<file path="src/rtl/seq_detect_pkg.sv">
// Shared definitions for the run-time configurable sequence detector:
// state encoding, minimum legal pattern length and a width helper.
package seq_detect_pkg;

    typedef enum logic [1:0] {
        IDLE = 2'b00,
        FILL = 2'b01,
        RUN  = 2'b10
    } state_e;

    localparam int MIN_LEN = 2;

    function automatic int clog2(input int value);
        int w;
        w = 0;
        while ((1 << w) < value) begin
            w = w + 1;
        end
        return w;
    endfunction

endpackage

</file>
<file path="src/rtl/seq_hist_shift.sv">
// History shift register (newest bit in hist[0]) with a fill counter that
// saturates at MAX_W. Priority: clear, then flush, then shift.
module seq_hist_shift
    import seq_detect_pkg::*;
#(
    parameter int MAX_W  = 8,
    parameter int FILL_W = clog2(MAX_W + 1)
) (
    input  logic              clk,
    input  logic              clear,
    input  logic              flush,
    input  logic              shift,
    input  logic              din,
    output logic [MAX_W-1:0]  hist,
    output logic [FILL_W-1:0] fill
);

    localparam logic [FILL_W-1:0] FILL_MAX = FILL_W'(MAX_W);

    logic [MAX_W-1:0]  hist_q, hist_d;
    logic [FILL_W-1:0] fill_q, fill_d;

    always_comb begin
        hist_d = hist_q;
        fill_d = fill_q;
        if (flush) begin
            hist_d = '0;
            fill_d = '0;
        end else if (shift) begin
            hist_d = {hist_q[MAX_W-2:0], din};
            if (fill_q != FILL_MAX) begin
                fill_d = fill_q + 1'b1;
            end
        end
    end

    always_ff @(posedge clk) begin
        if (clear) begin
            hist_q <= '0;
            fill_q <= '0;
        end else begin
            hist_q <= hist_d;
            fill_q <= fill_d;
        end
    end

    assign hist = hist_q;
    assign fill = fill_q;

endmodule

</file>
<file path="src/rtl/seq_detect_param.sv">
// Serial sequence detector with run-time pattern/length/overlap config.
// Optional saturating match counter on port match_cnt: SEQ_DETECT_MATCH_CNT_EN.
module seq_detect_param
    import seq_detect_pkg::*;
#(
    parameter int MAX_W = 8,
    parameter int CNT_W = 8
) (
    input  logic                         clk,
    input  logic                         clear,
    input  logic                         din_valid,
    input  logic                         din,
    input  logic                         cfg_load,
    input  logic [MAX_W-1:0]             cfg_pattern,
    input  logic [clog2(MAX_W+1)-1:0]    cfg_len,
    input  logic                         cfg_overlap,
    output logic                         dout,
    output logic [1:0]                   present_state,
    output logic                         cfg_err
`ifdef SEQ_DETECT_MATCH_CNT_EN
    ,
    output logic [CNT_W-1:0]             match_cnt
`endif
);

    localparam int LEN_W = clog2(MAX_W + 1);

    logic [MAX_W-1:0] pattern_q, pattern_d;
    logic [LEN_W-1:0] len_q, len_d;
    logic             overlap_q, overlap_d;
    state_e           state_q, state_d;
    logic             dout_q, dout_d;
    logic             cfg_err_q, cfg_err_d;

    logic [MAX_W-1:0] hist;
    logic [LEN_W-1:0] fill;
    logic             load_ok, sample, enough, match, flush;
    logic [MAX_W:0]   mask_ext;
    logic [MAX_W-1:0] mask, window;

    assign load_ok = cfg_load && (cfg_len >= LEN_W'(MIN_LEN)) && (cfg_len <= LEN_W'(MAX_W));
    // A load in the same cycle always wins over the data bit, even if rejected.
    assign sample  = din_valid && !cfg_load && (state_q != IDLE);
    assign enough  = ({1'b0, fill} + 1'b1) >= {1'b0, len_q};

    assign mask_ext = ({{MAX_W{1'b0}}, 1'b1} << len_q) - 1'b1;
    assign mask     = mask_ext[MAX_W-1:0];
    assign window   = {hist[MAX_W-2:0], din};
    assign match    = sample && enough && ((window & mask) == (pattern_q & mask));
    assign flush    = load_ok || (match && !overlap_q);

    seq_hist_shift #(
        .MAX_W  (MAX_W),
        .FILL_W (LEN_W)
    ) u_hist (
        .clk   (clk),
        .clear (clear),
        .flush (flush),
        .shift (sample),
        .din   (din),
        .hist  (hist),
        .fill  (fill)
    );

    always_comb begin
        pattern_d = pattern_q;
        len_d     = len_q;
        overlap_d = overlap_q;
        state_d   = state_q;
        cfg_err_d = cfg_err_q;
        dout_d    = match;
        if (cfg_load) begin
            if (load_ok) begin
                pattern_d = cfg_pattern;
                len_d     = cfg_len;
                overlap_d = cfg_overlap;
                state_d   = FILL;
                cfg_err_d = 1'b0;
            end else begin
                cfg_err_d = 1'b1;
            end
        end else if (sample) begin
            if (match && !overlap_q) begin
                state_d = FILL;
            end else if (enough) begin
                state_d = RUN;
            end
        end
    end

    always_ff @(posedge clk) begin
        if (clear) begin
            pattern_q <= '0;
            len_q     <= '0;
            overlap_q <= 1'b0;
            state_q   <= IDLE;
            dout_q    <= 1'b0;
            cfg_err_q <= 1'b0;
        end else begin
            pattern_q <= pattern_d;
            len_q     <= len_d;
            overlap_q <= overlap_d;
            state_q   <= state_d;
            dout_q    <= dout_d;
            cfg_err_q <= cfg_err_d;
        end
    end

    assign dout          = dout_q;
    assign present_state = state_q;
    assign cfg_err       = cfg_err_q;

`ifdef SEQ_DETECT_MATCH_CNT_EN
    logic [CNT_W-1:0] cnt_q, cnt_d;

    always_comb begin
        cnt_d = cnt_q;
        if (load_ok) begin
            cnt_d = '0;
        end else if (match && (cnt_q != {CNT_W{1'b1}})) begin
            cnt_d = cnt_q + 1'b1;
        end
    end

    always_ff @(posedge clk) begin
        if (clear) begin
            cnt_q <= '0;
        end else begin
            cnt_q <= cnt_d;
        end
    end

    assign match_cnt = cnt_q;
`endif

endmodule
</file>
<file path="config.mk">
export PLATFORM = sky130hd
export DESIGN_NAME = seq_detect_param
export DESIGN_NICKNAME = d
export VERILOG_FILES = /design/src/rtl/seq_detect_pkg.sv /design/src/rtl/seq_hist_shift.sv /design/src/rtl/seq_detect_param.sv
export SDC_FILE = /design/constraint.sdc
export NUM_CORES = 1
export LEC_CHECK = 0
export BUFFER_PORTS_ARGS = -buffer_cell sky130_fd_sc_hd__clkbuf_2
export CAP_MARGIN = 20
export CORE_MARGIN = 2
export CORE_UTILIZATION = 50
export DETAILED_ROUTE_END_ITERATION = 16
export PLACE_DENSITY = 0.72
export SYNTH_ARGS = -nofsm -noshare
export SYNTH_HDL_FRONTEND = slang
export SYNTH_SLANG_ARGS = --single-unit
</file>
<file path="constraint.sdc">
create_clock -name clk -period 4 [get_ports clk]
set_input_delay 0.6 -clock clk [delete_from_list [all_inputs] [get_ports clk]]
set_output_delay 0.6 -clock clk [all_outputs]
set_load 0.01 [all_outputs]
</file>
==> metrics.txt <==
Post-DRT Antenna Nets=0; Post-Syn Area=1500 µm²; Required @ worst endpoint=4.18 ns; largest family of logic cells by synthesized area=simple AND/OR/NAND/NOR gates; Area Growth Syn to Fin=9.33%; Mapped Avg Cell Area=9.56 µm²; vias per cell=5.60; Row Count=19; TritonCTS buffer count=3; area share of the largest cell type after synthesis=0.373; synth top area cells=dfxtp_1 (37%), mux2i_1 (13%), ha_1 (5.8%); final setup fails=0; leakage power=0.760 nW; Gate Count Post-Synth=157; first-pass GRT wire length=4750 µm; proportion of synthesized area in mux cells=0.127; synth cell count leaders=dfxtp_1 (28), mux2i_1 (19), nor2_1 (18); Int Power=0.000365 W; Pwr Density=305 nW/µm²; detailed placement HPWL=2130 µm; fin. max-slew vios=0; Sw Ratio=0.271; die footprint=3460 µm²; max_cap viols=0; gpl congestion=0.800; Ys Warns=0; post-synthesis adder-cell area fraction=0.0583; Multi-input gate area=866 µm²; Cell variety after synth=36; setup repair after global routing missed its margin=false; Nets=205; clock tree buffer depth=2; largest net degree at the start of global routing=17; TritonRoute pass-1 iters=10; Starting DRT DRC Count=57; violated checks=DRC; # IOs=22; Detailed Route WL=2780 µm; Die Span Y=58.8 µm; Final Cycle Share=0.684; post-synthesis compound-gate area fraction=0.139; CTS Sinks=28; Clk network pwr share=0.220; run status=finished with violations; Crit Path Category=flip-flop to flip-flop; GRT overflow=0; crit path max fanout=12; Seq pwr share=0.603; biggest area consumer among synthesized cells=dfxtp_1; placed insts=205; Ant. Diodes=0; ys async rst share=0; Post-synth EDFFs=0; storage element area=561 µm²; CP Data Arrival Time=2.91 ns; Avg WL per Cell=13.3 µm; Seq/Total Area, Yosys=0.373; slew at the pin closest to its max-slew limit=0.915 ns; Final Hold Viols=0; min Tclk post-route=2.74 ns; Skew-Pair Late Insertion Delay=0.32 ns; xor/xnor cell area share of the yosys netlist=0.0758; ratio of cells with drive above 1 in the final layout=0.247; Hold-fix buffers, CTS=0; Max rail drop VDD=0.000203 V; DRC viols=1; Core Box Area=2810 µm²; initial antenna violation count=0; Synth Flop Type=dfxtp_1; vias in the first global route=1121; Synth Register Bits=28; via count=1171; CTS tree=done; startpoint types=flip-flop; Worst Skew=0.00617 ns; clk root buf=clkbuf_4; hold crit path type=flip-flop to flip-flop; CP endpoint kind=flip-flop; # fillers=242; Port Buffers=21; FMAX=0.366 GHz; most frequent cell after synthesis=dfxtp_1; H-tree depth=1; setup bufs post-CTS=0; Die Wd=58.8 µm; post-synth net total=182; All-Layer GR Usage=0.175; post-synthesis simple-gate area fraction=0.177; Final Non-Filler Cells=209; setup_tns=0 ns; max_slew headroom=0.388; initial core utilization=0.535; post_cts resized=0; total net switching power=0.000136 W; Reg clk slew, reported paths=0.13 ns; combinational power share=0.177
[through the flow]
stage                     total power (W)  hold WS [ns]  setup slack, ns   util  cell area (µm²)
after CTS                        0.000508         0.494             1.30  0.583             1630
after global placement           0.000391         0.464             1.30  0.574             1610
after global routing             0.000528         0.515             1.10  0.585             1640
after detailed placement         0.000395         0.461             1.22  0.574             1610
after floorplan                  0.000370         0.484             1.92      -             1500
final                            0.000500         0.494             1.26  0.585             1640
[registers in the layout (all words and copies together), names as in the netlist]
signal,count
pattern_q,8
u_hist.hist,7
len_q,4
u_hist.fill,4
present_state,2
cfg_err,1
dout,1
overlap_q,1
[power by group through the flow]
stage	clock network [W]	registers [W]	logic (W)
finish	0.000110	0.000302	0.0000885
global route	0.000126	0.000303	0.0000989
CTS	0.000118	0.000301	0.0000880
detailed placement	0	0.000308	0.0000873
global placement	0	0.000307	0.0000842
floorplan	0	0.000305	0.0000648
[final timing paths]
| path | slack (ns) | end | cells after the start | startpoint |
|---|---|---|---|---|
| worst min register to register | 0.49 | cfg_err$_SDFFE_PP0P_ | 1 | cfg_err$_SDFFE_PP0P_ |
| worst min-delay path | 0.49 | cfg_err$_SDFFE_PP0P_ | 1 | cfg_err$_SDFFE_PP0P_ |
| worst max register to register | 1.26 | u_hist.fill[2]$_SDFFE_PP0P_ | 8 | u_hist.fill[0]$_SDFFE_PP0P_ |
| worst max-delay path | 1.26 | u_hist.fill[2]$_SDFFE_PP0P_ | 8 | u_hist.fill[0]$_SDFFE_PP0P_ |
[placed cells by master, fill, tap and decap left out, drive strengths merged]
cell	count
nor2	29
dfxtp	28
clkbuf	24
mux2i	19
inv	9
xnor2	7
nand2	7
ha	7
xor2	6
a21oi	6
a31oi	5
nand3	4
o21ai	4
nor4	3
o211ai	2
o21a	2
buf	2
a211o	1
nor4b	1
a21boi	1
o221ai	1
nor2b	1
and2	1
nor3	1
a21o	1
a211oi	1
o31ai	1
o311ai	1
and2b	1
o41ai	1
or4	1
[logic make-up after synthesis]
group / count (synthesis)
flip-flops: 28
buffers and inverters: 14
AO/OA/AOI/OAI: 27
XOR/XNOR: 13
multiplexers: 19
adder cells (fa/ha/maj): 7
AND/OR/NAND/NOR: 49
[critical path: stages, from the launching register on]
cell,delay [ns]
dfxtp_1,0.43
inv_1,0.06
ha_1,0.32
ha_1,0.28
nand2_1,0.04
o21ai_0,0.24
a31oi_1,0.26
o41ai_4,0.87
a21oi_1,0.08
[layer usage]
layer | track usage | vias to the layer above | part of all wire
met5 | 0 | - | 0
met2 | 0.311 | 35 | 0.48
met1 | 0.216 | 542 | 0.44
li1 | - | 587 | -
met3 | 0.0264 | 7 | 0.054
met4 | 0.0519 | 0 | 0.019
[area by class of cell]
class,instances,area share
clock buffers,3,0.0137
inverters,9,0.0206
multi-input cells,115,0.527
flip-flops and latches,28,0.341
well taps,31,0.0236
repair buffers,23,0.0732
Note: power is estimated with default switching activity, not from simulation.
